===== config.mk =====
export PLATFORM = sky130hd
export DESIGN_NAME = mem_port_arbiter
export DESIGN_NICKNAME = d
export VERILOG_FILES = /design/src/rtl/mem_port_arbiter_pkg.sv /design/src/rtl/mem_port_arbiter.sv
export SDC_FILE = /design/constraint.sdc
export NUM_CORES = 1
export LEC_CHECK = 0
export ABC_AREA = 0
export BUFFER_PORTS_ARGS = -buffer_cell sky130_fd_sc_hd__buf_2
export CAP_MARGIN = 20
export CELL_PAD_IN_SITES_DETAIL_PLACEMENT = 1
export CELL_PAD_IN_SITES_GLOBAL_PLACEMENT = 2
export CORE_MARGIN = 4
export CORE_UTILIZATION = 29
export CTS_CLUSTER_DIAMETER = 80
export DETAILED_ROUTE_END_ITERATION = 8
export MAX_ROUTING_LAYER = met4
export PLACE_DENSITY = 0.89
export SLEW_MARGIN = 20
export SYNTH_ARGS = -nofsm -noshare
export SYNTH_HDL_FRONTEND = slang
export SYNTH_SLANG_ARGS = --single-unit

===== constraint.sdc =====
create_clock -name clk -period 2.3 [get_ports clk]
set_input_delay 0.115 -clock clk [delete_from_list [all_inputs] [get_ports clk]]
set_output_delay 0.115 -clock clk [all_outputs]
set_load 0.02 [all_outputs]

===== src/rtl/mem_port_arbiter_pkg.sv =====
// mem_port_arbiter_pkg
//   Shared definitions for the memory port arbiter:
//   - DEFAULT_AW / DEFAULT_DW : default address and data widths
//   - arb_state_t             : arbiter state encoding (IDLE, BUSY_IF, BUSY_DM)
package mem_port_arbiter_pkg;

  localparam int DEFAULT_AW = 32;
  localparam int DEFAULT_DW = 32;

  typedef enum logic [1:0] {
    IDLE    = 2'b00,
    BUSY_IF = 2'b01,
    BUSY_DM = 2'b10
  } arb_state_t;

endpackage


===== src/rtl/mem_port_arbiter.sv =====
// mem_port_arbiter
//   Arbitrates one shared single-outstanding memory port between an
//   instruction-fetch requester (if_*) and a data requester (dm_*).
//   Data normally wins; fetch wins once it has watched IF_STARVE_MAX
//   consecutive data grants go by while waiting.
//
// Ports
//   clk, rst_n                       clock, asynchronous active-low reset
//   if_req/if_addr -> if_gnt          fetch request, accepted by a 1-cycle gnt
//   if_rvalid/if_rdata                fetch return, 1 cycle after mem_ack
//   dm_req/dm_we/dm_be/dm_addr/dm_wdata -> dm_gnt   data request
//   dm_rvalid/dm_rdata                data completion (reads and writes)
//   mem_req/mem_we/mem_be/mem_addr/mem_wdata        shared memory command
//   mem_ack/mem_rdata                 memory completion and read data
//
// Grants are combinational in the arbitration cycle (IDLE, or the cycle of
// an accepted mem_ack), so a new command is latched on the same edge that
// retires the previous one and mem_req never dips between accesses.
module mem_port_arbiter
  import mem_port_arbiter_pkg::*;
#(
  parameter int AW            = DEFAULT_AW,
  parameter int DW            = DEFAULT_DW,
  parameter int IF_STARVE_MAX = 4
) (
  input  logic            clk,
  input  logic            rst_n,
  // instruction fetch
  input  logic            if_req,
  input  logic [AW-1:0]   if_addr,
  output logic            if_gnt,
  output logic            if_rvalid,
  output logic [DW-1:0]   if_rdata,
  // data access
  input  logic            dm_req,
  input  logic            dm_we,
  input  logic [DW/8-1:0] dm_be,
  input  logic [AW-1:0]   dm_addr,
  input  logic [DW-1:0]   dm_wdata,
  output logic            dm_gnt,
  output logic            dm_rvalid,
  output logic [DW-1:0]   dm_rdata,
  // shared memory port
  output logic            mem_req,
  output logic            mem_we,
  output logic [DW/8-1:0] mem_be,
  output logic [AW-1:0]   mem_addr,
  output logic [DW-1:0]   mem_wdata,
  input  logic            mem_ack,
  input  logic [DW-1:0]   mem_rdata
);

  localparam int            CW         = $clog2(IF_STARVE_MAX + 1);
  localparam logic [CW-1:0] STARVE_MAX = CW'(IF_STARVE_MAX);

  arb_state_t    state_q;
  arb_state_t    state_d;
  logic [CW-1:0] starve_cnt;

  logic ack_ok;
  logic arb_en;
  logic if_starved;
  logic grant_if;
  logic grant_dm;
  logic if_done;
  logic dm_done;

  // Arbitration stage: decide the winner in IDLE or in an accepted ack cycle.
  assign mem_req    = (state_q != IDLE);
  // An ack with no access outstanding is ignored entirely.
  assign ack_ok     = mem_req & mem_ack;
  assign arb_en     = (state_q == IDLE) | ack_ok;
  assign if_starved = if_req & (starve_cnt == STARVE_MAX);
  // rst_n gating keeps the combinational grants low while reset is held.
  assign grant_dm   = rst_n & arb_en & dm_req & ~if_starved;
  assign grant_if   = rst_n & arb_en & if_req & ~grant_dm;
  assign if_gnt     = grant_if;
  assign dm_gnt     = grant_dm;
  assign if_done    = ack_ok & (state_q == BUSY_IF);
  assign dm_done    = ack_ok & (state_q == BUSY_DM);

  always_comb begin
    state_d = state_q;
    if (grant_dm) begin
      state_d = BUSY_DM;
    end else if (grant_if) begin
      state_d = BUSY_IF;
    end else if (ack_ok) begin
      state_d = IDLE;
    end
  end

  always_ff @(posedge clk or negedge rst_n) begin
    if (!rst_n) begin
      state_q <= IDLE;
    end else begin
      state_q <= state_d;
    end
  end

  // Starvation counter: counts data grants taken while fetch is waiting.
  always_ff @(posedge clk or negedge rst_n) begin
    if (!rst_n) begin
      starve_cnt <= '0;
    end else if (!if_req || grant_if) begin
      starve_cnt <= '0;
    end else if (grant_dm && (starve_cnt != STARVE_MAX)) begin
      starve_cnt <= starve_cnt + 1'b1;
    end
  end

  // Command stage: the winner's command is held stable until its ack.
  always_ff @(posedge clk or negedge rst_n) begin
    if (!rst_n) begin
      mem_we    <= 1'b0;
      mem_be    <= '0;
      mem_addr  <= '0;
      mem_wdata <= '0;
    end else if (grant_dm) begin
      mem_we    <= dm_we;
      mem_be    <= dm_be;
      mem_addr  <= dm_addr;
      mem_wdata <= dm_wdata;
    end else if (grant_if) begin
      mem_we    <= 1'b0;
      mem_be    <= '1;
      mem_addr  <= if_addr;
    end
  end

  // Return stage: capture mem_rdata on ack, pulse rvalid one cycle later.
  always_ff @(posedge clk or negedge rst_n) begin
    if (!rst_n) begin
      if_rvalid <= 1'b0;
      dm_rvalid <= 1'b0;
      if_rdata  <= '0;
      dm_rdata  <= '0;
    end else begin
      if_rvalid <= if_done;
      dm_rvalid <= dm_done;
      if (if_done) begin
        if_rdata <= mem_rdata;
      end
      if (dm_done) begin
        dm_rdata <= mem_rdata;
      end
    end
  end

endmodule


==> flow_summary.toml <==
[sta]
drv_slew = 0
timing.final.crit_period_ns = 2.18
finalSetupViolations = 0
tightest_slew_ns = 0.644
finalCritPeriodShare_pct = 95.0
clock_skew_ns = 0.0111
fin_ws_ns = 0.116
finalHoldViolCount = 3
relSlewSlack_pct = 57.1
fin_worst_hold_slack_ns = -0.0160
timing.fmax_ghz = 0.458

[worst_setup_path]
cp.arrival_ns = 2.54
worst_path_max_delay_cell = "dlygate4sd3_1"
cp_slowest_stage_delay_ns = 0.61
path_class = "register to register"
worstPathMaxFanout = 36
cp.required_ns = 2.65
worstReg2RegStart = "starve_cnt[0]"
startpoint_type = "register"
r2r_slack_ns = 0.12
rr_worst_depth = 8
path_cells = "inv_1, ha_2, nand3_1, nand4_1, inv_2, buf_8, a222oi_1, dlygate4sd3_1"
cp-end-kind = "register"
reg2reg_to = "mem_addr[0]"

[detailed_routing]
drt_pass1_iterations = 6
ant_nets = 0
wl_per_cell_um = 18.3
viasPerCell = 4.49
drc_errors = 0
drt-initial-drc-count = 230
wl_mm = 20.5
num_vias = 5039

[logic_synthesis]
synthFlopType = "dfrtp_1"
async_reset_ff_share_pct = 100
synth_edf_count = 0
synth_common_cells = "dfrtp_1, inv_1, mux2_4"
yosysSeqAreaShare_pct = 59.7
synth_cell_types = 33
ys_ff_latch = 140
yosysWarnings = 0
synth.most_common_cell = "dfrtp_1"
netlist_area_um2 = 5870
yosys-top-cells-area = "dfrtp_1, mux2_4, mux2_2"
synth_area_per_cell_um2 = 13.7
post-synth-top-area-cell = "dfrtp_1"
syn_nets = 567
synth_top_area_share_pct = 59.7
synth_cells = 427

[layout]
drive_above_1_share_pct = 49.1
n_fill_cell = 2129
area_growth_pct = 61.5
nets = 982

[floorplan]
io_pins = 276
start_util_pct = 29.9
dieArea_um2 = 22600
coreArea_um2 = 19700
std_cell_rows = 51
die_x_um = 150
fp.dieH_um = 150

[placed_design]
pre_cts_ws_ns = 0.513
io_buffers = 275
gp_congestion = 0.695
dp_hpwl_mm = 12.7

[power_and_ir_drop]
total_leakage_power_uw = 0.00502
vdd_drop_max_uv = 490
power_uw = 9250
power.density_nw_per_um2 = 976

[flow_run]
drv_cap = 0

[worst_hold_path]
hold_start = "if_addr[8]"
holdPathStages = 3
hold-path-endpoint = "mem_addr[8]"
min_path_type = "input pin to register"

[global_route]
grt_usage_pct = 18.8
antenna_found_initial = 2
grt_pass1_wl_mm = 31.9
gr-total-overflow = 0
grt_max_degree = 52
grt_pass1_vias = 5801

[clock_tree]
insertion_delay_ns = 0.42
clkSinkCount = 140
clock-root-buffer = "clkbuf_16"
htreeDepth = 4
tritoncts = "done"
clockBufferDepth = 2
numCtsBuffers = 17
clkTransAtPathRegs_ns = 0.06

[outcome]
violations = "negative hold slack"
status = "finished with violations"
==> report_power, final <==
part / internal [µW] / total [µW] / leakage [µW] / switching [µW]
Combinational: 1360 / 3020 / 0.00310 / 1660
Clock: 1550 / 2780 / 0.000291 / 1220
Sequential: 3100 / 3450 / 0.00163 / 357
Total: 6010 / 9250 / 0.00502 / 3240
==> logic make-up (layout without fill, tap and decap cells) <==
| group | count (synthesis) | in the layout | share of synthesized area [%] |
|---|---|---|---|
| flops | 140 | 140 | 59.7 |
| buf+inv | 126 | 554 | 9.11 |
| mux | 96 | 96 | 21.6 |
| compound gates | 49 | 49 | 7.66 |
| simple gates | 14 | 14 | 1.54 |
| fa+ha+maj | 2 | 2 | 0.426 |
| other cells | 0 | 2 | 0 |
==> metrics by stage <==
step	setup TNS (ns)	utilization [%]	instance area, µm²	instances	hold WS (ns)
CTS	0	48.3	9490	1123	0.0208
floorplan	0	-	5870	427	-0.181
finish	0	48.2	9480	1122	-0.0160
detailed placement	0	38.3	7530	955	-0.0434
global route	-0.0108	48.2	9480	1122	0.00644
global placement	0	38.3	7530	955	-0.0456
==> routing by layer <==
layer	track usage, %	vias to the layer above	share of wire [%]
li1	-	2287	-
met1	20.5	2517	38
met2	33.8	207	54
met3	4.36	28	6.3
met4	6.36	0	2.1
met5	-	-	0
==> timing repair <==
item	CTS	global route
hold buffers	136	1
endpoints found under the setup margin	0	26
setup buffers	0	1
hold endpoints to repair	224	1
gates resized for setup	0	5
==> final cells by class <==
cell class | count | area (µm²) | area share [%]
antenna | 2 | 5.00 | 0.0528
multi-input combinational | 161 | 1840 | 19.4
tap | 265 | 332 | 3.50
sequential | 140 | 3500 | 37.0
inverter | 105 | 394 | 4.16
timing repair buffer | 417 | 2800 | 29.6
clock inverter | 15 | 174 | 1.83
clock buffer | 17 | 425 | 4.49
==> sequential cells by signal, summed over array words and instances, names as in the netlist <==
signal / cells
dm_rvalid: 1
mem_addr: 32
starve_cnt: 3
mem_be: 4
state_q: 2
if_rdata: 32
mem_we: 1
dm_rdata: 32
mem_wdata: 32
if_rvalid: 1
==> worst max-delay path: cells and delay by family (launching register included) <==
family,cells,cell delay (ns)
AND/OR/NAND/NOR,2,0.20
adder cells (fa/ha/maj),1,0.21
AO/OA/AOI/OAI,1,0.37
flip-flops,1,0.38
buffers and inverters,4,0.93
==> cells in the final DEF, fill, tap and decap left out, types with 2 or more instances in the layout <==
master         synthesis  routed
nand4_1                2       2
dlygate4sd3_1          0     132
buf_6                  6       2
o22a_1                 4       4
inv_1                102     102
clkbuf_16              0      17
diode_2                0       2
o21ai_0                3       3
inv_8                  0       3
buf_2                 10     274
dfrtp_1              140     140
clkinv_8               0       2
mux2_1                 5       5
mux2_4                49      49
inv_2                  3       3
a222oi_1              32      32
nand3_1                3       2
inv_6                  0       5
buf_4                  1       7
clkinv_4               0       3
nor2_1                 3       3
mux2_2                42      42
==> worst max-delay path by stage <==
stage / cells past startpoint / startpoint / to / slack [ns]
2_1_floorplan: 7 / starve_cnt[0] / mem_wdata[10] / 0.71
3_3_place_gp: 7 / starve_cnt[0] / dm_gnt / 0.58
3_5_place_dp: 7 / starve_cnt[0] / mem_addr[10] / 0.51
4_1_cts: 8 / starve_cnt[0] / mem_addr[29] / 0.01
5_1_grt: 8 / starve_cnt[0] / mem_addr[20] / -0.004
6_report: 8 / starve_cnt[0] / mem_addr[0] / 0.12
Note: power is estimated with default switching activity, not from simulation.
